--- config.mk ---
export PLATFORM = sky130hd
export DESIGN_NAME = sifh_peak_finder
export DESIGN_NICKNAME = d
export VERILOG_FILES = /design/src/rtl/sifh_peak_finder.sv
export SDC_FILE = /design/constraint.sdc
export NUM_CORES = 1
export LEC_CHECK = 0
export ABC_AREA = 1
export BUFFER_PORTS_ARGS = -buffer_cell sky130_fd_sc_hd__buf_2
export CORE_MARGIN = 5
export CORE_UTILIZATION = 55
export DETAILED_ROUTE_END_ITERATION = 7
export GPL_TIMING_DRIVEN = 0
export PLACE_DENSITY = 0.79
export SETUP_SLACK_MARGIN = 0.02
export SYNTH_ARGS = -nofsm -noshare
export SYNTH_HDL_FRONTEND = slang
export SYNTH_SLANG_ARGS = --single-unit
export TNS_END_PERCENT = 50
--- constraint.sdc ---
create_clock -name clk -period 3.7 [get_ports clk]
set_input_delay 0.185 -clock clk [delete_from_list [all_inputs] [get_ports clk]]
set_output_delay 0.185 -clock clk [all_outputs]
set_load 0.05 [all_outputs]
--- src/rtl/sifh_peak_finder.sv ---
// sifh_peak_finder: after histogram acquisition, streams every {pixel, bin}
// word out of the shared RAM, reports the argmax bin of each pixel and can
// zero each word one cycle after reading it.
module sifh_peak_finder #(
    parameter int PIX_W    = 2,
    parameter int BIN_W    = 3,
    parameter int NB       = PIX_W + BIN_W,
    parameter int PEAK_MAX = 8
) (
    input  logic                clk,
    input  logic                res,
    input  logic                start,
    input  logic                clear_en,
    output logic                busy,
    output logic                done,
    output logic [NB-1:0]       raddr,
    output logic                rEnable,
    input  logic [PEAK_MAX-1:0] rdata,
    output logic [NB-1:0]       waddr,
    output logic                wEnable,
    output logic [PEAK_MAX-1:0] wdata,
    output logic                peak_valid,
    output logic [PIX_W-1:0]    peak_pixel,
    output logic [BIN_W-1:0]    peak_bin,
    output logic [PEAK_MAX-1:0] peak_count
);

    localparam int BINS = 2 ** BIN_W;
    localparam int N    = (2 ** PIX_W) * BINS;
    localparam logic [NB-1:0]    LAST_ADDR = NB'(N - 1);
    localparam logic [BIN_W-1:0] LAST_BIN  = BIN_W'(BINS - 1);

    typedef enum logic [1:0] {
        ST_IDLE,
        ST_SCAN,
        ST_DRAIN
    } state_e;

    state_e        state_q, state_d;
    logic [NB-1:0] cnt_q, cnt_d;
    logic          clear_q, clear_d;

    // Read-data tag: address and validity of the beat arriving this cycle.
    logic                rd_valid_q;
    logic [NB-1:0]       rd_addr_q;

    // Running maximum of the pixel currently streaming in.
    logic [PEAK_MAX-1:0] max_cnt_q, max_cnt_d;
    logic [BIN_W-1:0]    max_bin_q, max_bin_d;
    logic [BIN_W-1:0]    beat_bin;

    logic                peak_valid_q, done_q;
    logic [PIX_W-1:0]    peak_pixel_q;
    logic [BIN_W-1:0]    peak_bin_q;
    logic [PEAK_MAX-1:0] peak_count_q;

    // FSM state, read address counter and the clear mode latched at start.
    // NOTE: sequential state is updated with non-blocking assignments so every
    // register samples the pre-edge values of the others.
    always_ff @(posedge clk or posedge res) begin
        if (res) begin
            state_q <= ST_IDLE;
            cnt_q   <= '0;
            clear_q <= 1'b0;
        end else begin
            state_q <= state_d;
            cnt_q   <= cnt_d;
            clear_q <= clear_d;
        end
    end

    // Next-state logic and read-port drive; start is only honoured in IDLE.
    // NOTE: every signal gets a default first so no path leaves one unassigned
    // and no latch is inferred.
    always_comb begin
        state_d = state_q;
        cnt_d   = cnt_q;
        clear_d = clear_q;
        busy    = (state_q != ST_IDLE);
        rEnable = 1'b0;
        raddr   = '0;
        case (state_q)
            ST_IDLE: begin
                if (start) begin
                    state_d = ST_SCAN;
                    cnt_d   = '0;
                    clear_d = clear_en;
                end
            end
            ST_SCAN: begin
                rEnable = 1'b1;
                raddr   = cnt_q;
                cnt_d   = cnt_q + NB'(1);
                if (cnt_q == LAST_ADDR) state_d = ST_DRAIN;
            end
            ST_DRAIN: begin
                // The final peak and done leave together; return once they have.
                if (done_q) state_d = ST_IDLE;
            end
            default: state_d = ST_IDLE;
        endcase
    end

    // Compare: bin 0 loads unconditionally, later bins win only if strictly greater.
    always_comb begin
        beat_bin  = rd_addr_q[BIN_W-1:0];
        max_cnt_d = max_cnt_q;
        max_bin_d = max_bin_q;
        if ((beat_bin == '0) || (rdata > max_cnt_q)) begin
            max_cnt_d = rdata;
            max_bin_d = beat_bin;
        end
    end

    // Read tag pipeline, running max and the registered per-pixel result.
    always_ff @(posedge clk or posedge res) begin
        if (res) begin
            rd_valid_q   <= 1'b0;
            rd_addr_q    <= '0;
            max_cnt_q    <= '0;
            max_bin_q    <= '0;
            peak_valid_q <= 1'b0;
            done_q       <= 1'b0;
            peak_pixel_q <= '0;
            peak_bin_q   <= '0;
            peak_count_q <= '0;
        end else begin
            rd_valid_q   <= rEnable;
            rd_addr_q    <= raddr;
            peak_valid_q <= 1'b0;
            done_q       <= 1'b0;
            if (rd_valid_q) begin
                max_cnt_q <= max_cnt_d;
                max_bin_q <= max_bin_d;
                if (beat_bin == LAST_BIN) begin
                    peak_valid_q <= 1'b1;
                    peak_pixel_q <= rd_addr_q[BIN_W +: PIX_W];
                    peak_bin_q   <= max_bin_d;
                    peak_count_q <= max_cnt_d;
                    done_q       <= (rd_addr_q == LAST_ADDR);
                end
            end
        end
    end

    // The clear write trails the read by one cycle, so it never hits the word
    // being read in the same cycle.
    assign wEnable    = rd_valid_q & clear_q;
    assign waddr      = wEnable ? rd_addr_q : '0;
    assign wdata      = '0;

    assign peak_valid = peak_valid_q;
    assign done       = done_q;
    assign peak_pixel = peak_pixel_q;
    assign peak_bin   = peak_bin_q;
    assign peak_count = peak_count_q;

endmodule

==> results.json, run 1 <==
{
  "endpoint_kind": "register",
  "synthXorXnorAreaFrac": 0,
  "yosysTopAreaCell": "dfrtp_1",
  "slew_violations": 0,
  "status": "finished, final reports clean",
  "synth_compound_area_frac": 0.0290,
  "place.gp.congestion": 0.863,
  "synth_most_common_cell": "nand2_1",
  "drive_gt1_frac": 0.214,
  "ys_warn_count": 0,
  "rows": 22,
  "yosys.cell_types.count": 19,
  "synth_seq_area_share": 0.494,
  "fin_tns_setup_ps": 0,
  "synth-edff-count": 0,
  "die-height_um": 70.7,
  "antenna_cells": 0,
  "arrival_ps": 2130,
  "path_max_fanout": 8,
  "cts_resized": 0,
  "dr.pass1.iters": 4,
  "clkTransAtPathRegs_ps": 80,
  "antenna_found_initial": 0,
  "fmax_mhz": 530,
  "cts_tree": "done",
  "gr-usage-met1": 0.236,
  "core_area_um2": 3610,
  "clk_latency_ps": 300,
  "synthTopCellsByArea": "dfrtp_1 49%, nand2_1 16%, nand3_1 7.9%",
  "syn_to_final_growth_pct": 18.7,
  "grt-ovfl-total": 0,
  "io_buffers": 39,
  "nets": 329,
  "routedWlPerCell_um": 11.8,
  "finalCritPeriodShare": 0.510,
  "wl_mm": 4.22,
  "grt_pass1_wl_mm": 7.51,
  "rsz0062_at_grt": "no",
  "cts_root_buffer": "clkbuf_8",
  "final-setup-viol-count": 0,
  "tightest_slew_ps": 811,
  "synth.avg_cell_area_um2": 7.98,
  "cp-start-kind": "register",
  "synth_ff_type": "dfrtp_1",
  "cts_hold_buf": 0,
  "synth_top_family_by_area": "simple AND/OR/NAND/NOR gates",
  "synthMuxAreaShare": 0.00556,
  "drtIter0Drc": 118,
  "path_class": "reg -> reg",
  "synth_top_area_frac": 0.494,
  "route.detailed.drc": 0,
  "synth-simple-area-share": 0.293,
  "grt_pass1_vias": 1751,
  "async_flop_share": 1.00,
  "num_vias": 1735,
  "busiest_layer": "met2",
  "die_w_um": 70.7,
  "clock_sinks": 40,
  "relSlewSlack": 0.459,
  "ant_nets": 0,
  "startpoint": "max_cnt_q[7]$_DFFE_PP0P_",
  "syn_area_um2": 2030,
  "crit-reg2reg-launch": "max_cnt_q[7]$_DFFE_PP0P_",
  "die-area_um2": 5000,
  "track_usage": 0.189,
  "hold_viol": 0,
  "place_hpwl_mm": 3.11,
  "met2_usage": 0.304,
  "ys_ff_latch": 40,
  "skew_ps": 6.80,
  "pin_count": 48,
  "start_util": 0.562,
  "synthCells": 254,
  "cts_setup_buffers": 0,
  "hold_class": "in -> async",
  "synthAdderAreaFrac": 0.0618,
  "h-tree-depth": 2,
  "numCtsBuffers": 5,
  "viasPerCell": 4.87,
  "fin_crit_ps": 1890,
  "clockBufferDepth": 2,
  "synth_commonest_cells": "88 x nand2_1, 40 x dfrtp_1, 35 x inv_1",
  "cap_viol_max_count": 0,
  "fillers": 327,
  "grt_max_degree": 41,
  "cp.required_ps": 3940,
  "use_met3": 0.0398
}
critical path, cell delays in order, from the launching register on:
cell	delay [ps]
dfrtp_1	340
inv_1	50
ha_1	290
nand2_1	80
nor2_1	150
nand4_1	190
nand2_1	170
nand2_1	210
nand2_1	140
nand3_1	120
nand2_1	90
cell type report:
cell class / count / area [µm²] / share of cell area
multi-input cells: 170 / 818 / 0.340
inverters: 37 / 139 / 0.0578
clock inverters: 2 / 15.0 / 0.00624
clock buffers: 6 / 82.6 / 0.0343
repair buffers: 39 / 195 / 0.0812
flip-flops and latches: 40 / 1000 / 0.416
well taps: 48 / 60.1 / 0.0250
plain buffers: 14 / 93.8 / 0.0390
flip-flops by register name (all words and copies together) (netlist names), 2 cells and up:
register	count
state_q	2
max_bin_q	3
max_cnt_q	8
peak_count	8
peak_pixel	2
rd_addr_q	5
peak_bin	3
cnt_q	5
path summary, 6_finish.rpt:
path                       slack (ps)                   endpoint  cells after the start
setup / recovery                 1810  peak_count[5]$_DFFE_PP0P_                     10
hold / removal                     30  peak_pixel[1]$_DFFE_PP0P_                      2
setup reg to reg                 1810  peak_count[5]$_DFFE_PP0P_                     10
hold reg to reg                   480   max_cnt_q[7]$_DFFE_PP0P_                      2
max in group asynchronous        3140     rd_addr_q[2]$_DFF_PP0_                      2
min in group clk                  130        clear_q$_DFFE_PP0P_                      2
metal layers:
metal	routed length, µm	share of wire
met5	0	0
met3	302	0.072
met1	1800	0.43
met2	2040	0.48
met4	81	0.019
cell usage in the layout (no fill, tap or decap):
master       n
a21oi_1      3
nand2_1     88
nor4_4       1
buf_4       10
nand4_1      1
inv_1       34
o22ai_1      1
conb_1       8
mux2_2       1
buf_2       42
nor2_1      17
nor2_4       1
clkinvlp_4   2
clkbuf_8     6
nand3_1     32
ha_1        10
inv_2        3
a21o_1       1
dfrtp_1     40
o21ai_0      6
clkbuf_1     1
stage by stage:
| step | std cells | setup slack [ps] | instance area [µm²] | hold slack [ps] | util |
|---|---|---|---|---|---|
| after floorplan | 261 | 1550 | 2050 | 335 | - |
| after global placement | 348 | 1870 | 2310 | 418 | 0.640 |
| after detailed placement | 348 | 1860 | 2310 | 395 | 0.640 |
| after CTS | 356 | 1830 | 2400 | 68.9 | 0.667 |
| after global routing | 356 | 1560 | 2400 | 120 | 0.667 |
| final | 356 | 1810 | 2400 | 33.7 | 0.667 |
cells by family after synthesis:
group / after synthesis
simple gates: 140
buf+inv: 51
flops: 40
compound gates: 11
fa+ha+maj: 10
mux: 1
other cells: 1
Power of run 1 is not shown: default switching activity piles up to over one toggle a cycle in this logic, so the estimate is an artifact.
==> run 2: changes to the inputs <==
Settings changed: CORE_UTILIZATION 55 to 48, PLACE_DENSITY 0.79 to 0.72.
Clock period 3.7 ns to 1.5 ns, I/O delays scaled along.
==> run 2 against run 1 <==
  * The flow now finishes with violations (setup timing)
  * Critical path depth unchanged
  * Maximum frequency up 6.8%
  * Via count up 2.8%
  * Critical endpoint is now max_cnt_q[7]$_DFFE_PP0P_
==> results.json, run 2 (synthesis gave the netlist of run 1 again) <==
{
  "cp.required_ps": 1690,
  "route.detailed.drc": 0,
  "hold_ws_ps": 26.8,
  "worstHoldStart": "clear_en",
  "rows": 23,
  "die_w_um": 75.0,
  "dr.pass1.iters": 4,
  "core_area_um2": 4060,
  "fillers": 321,
  "viasPerCell": 4.88,
  "routedWlPerCell_um": 13.6,
  "violations": "setup timing",
  "grt_pass1_wl_mm": 7.92,
  "grt-ovfl-total": 0,
  "hold_path_end": "clear_q$_DFFE_PP0P_",
  "ant_nets": 0,
  "busiest_layer": "met2",
  "die-area_um2": 5620,
  "final-setup-viol-count": 23,
  "die-height_um": 75.0,
  "hold_class": "in -> reg",
  "drtIter0Drc": 119,
  "cts_root_buffer": "clkbuf_8",
  "h-tree-depth": 2,
  "finalCoreUtilization": 0.688,
  "pin_count": 48,
  "met2_usage": 0.308,
  "drive_gt1_frac": 0.387,
  "clkTransAtPathRegs_ps": 80,
  "fmax_mhz": 566,
  "place_hpwl_mm": 3.24,
  "rrSetupSlack_ps": -270,
  "arrival_ps": 1960,
  "tightest_slew_ps": 825,
  "skew_ps": 11.7,
  "fin_crit_ps": 1770,
  "cts_tree": "done",
  "crit-reg2reg-launch": "max_cnt_q[5]$_DFFE_PP0P_",
  "numCtsBuffers": 5,
  "path_max_fanout": 5,
  "path_class": "reg -> reg",
  "grt_pass1_vias": 1760,
  "io_buffers": 39,
  "place.gp.congestion": 0.782,
  "clk_latency_ps": 300,
  "hold_viol": 0,
  "status": "finished with violations",
  "relSlewSlack": 0.449,
  "stdcell_area_um2": 2790,
  "grt_max_degree": 41,
  "mostFrequentLayoutCell": "nand2_1",
  "nets": 336,
  "use_met3": 0.0427,
  "clock_sinks": 40,
  "layout_common_cells": "77 x nand2_1, 40 x dfrtp_1, 33 x buf_2, 27 x inv_1, 20 x nand3_2",
  "r2r_end": "max_cnt_q[7]$_DFFE_PP0P_",
  "setup_slack_ps": -267,
  "num_vias": 1783,
  "syn_to_final_growth_pct": 37.7,
  "r2r_cells": 10,
  "antenna_cells": 0,
  "gr-usage-met1": 0.246,
  "endpoint_kind": "register",
  "cap_viol_max_count": 0,
  "clockBufferDepth": 2,
  "wl_mm": 4.96,
  "finalCritPeriodShare": 1.18,
  "track_usage": 0.188,
  "slew_violations": 0,
  "dpl-instance-area_um2": 2360,
  "hold_depth": 2,
  "antenna_found_initial": 0,
  "start_util": 0.499,
  "cp-start-kind": "register",
  "rsz0062_at_grt": "yes"
}
-- run 2: changes by cell type in the layout (fill, tap and decap cells not counted), moves of 7 or more --
cell     previous run  this run
nand2_2             0         8
nand2_1            88        77
nand3_2             0        20
buf_2              42        33
nand3_1            32        12
inv_1              34        27
-- run 2: worst max path at each step --
stage	end	slack, ps	from	cells past startpoint
after floorplan	cnt_q[3]$_DFFE_PP0P_	-80	state_q[0]$_DFFE_PP0P_	7
after global placement	peak_count[4]$_DFFE_PP0P_	-260	max_cnt_q[7]$_DFFE_PP0P_	10
after detailed placement	peak_count[4]$_DFFE_PP0P_	-300	max_cnt_q[7]$_DFFE_PP0P_	10
after CTS	peak_count[6]$_DFFE_PP0P_	-170	max_cnt_q[7]$_DFFE_PP0P_	10
after global routing	peak_count[7]$_DFFE_PP0P_	-370	max_cnt_q[1]$_DFFE_PP0P_	13
final	max_cnt_q[7]$_DFFE_PP0P_	-270	max_cnt_q[5]$_DFFE_PP0P_	10
-- run 2: layout make-up --
type	count	area (µm²)	share of cell area
Tap cell	50	62.6	0.0224
Inverter	37	141	0.0507
Buffer	14	108	0.0386
Clock inverter	3	47.5	0.0170
Multi-Input combinational cell	170	1050	0.377
Timing Repair Buffer	46	309	0.111
Sequential cell	40	1000	0.359
Clock buffer	5	68.8	0.0247
-- run 2: what timing repair did --
| action | in CTS | in global routing |
|---|---|---|
| endpoints found under the hold margin | 40 | 0 |
| endpoints found under the setup margin | 28 | 28 |
| resized for setup | 30 | 29 |
| gates cloned | 1 | 0 |
| setup buffers | 5 | 0 |
| pin swaps | 16 | 10 |
| hold buffers | 1 | 0 |
-- run 2: metal layers --
layer  wire length [µm]  share of wire
met1               2150           0.43
met2               2460           0.50
met3                282          0.057
met4                 66          0.013
met5                  0              0
-- run 2: critical path: stages (launching register included) --
cell	delay, ps
dfrtp_1	350
inv_1	90
ha_4	290
nand2_4	50
nor2_4	110
nand4_1	200
nand2_4	190
buf_8	140
nand3_2	90
nand3_2	80
nand2_1	50
-- run 2: per-stage QoR --
step	setup TNS, ps	worst slack [ps]	std cells
final	-5080	-267	365
after global routing	-7810	-370	365
after floorplan	-1190	-81.6	261
after detailed placement	-5390	-304	350
after CTS	-3220	-175	365
after global placement	-5890	-263	350
Power of run 2 is left out for the same reason.
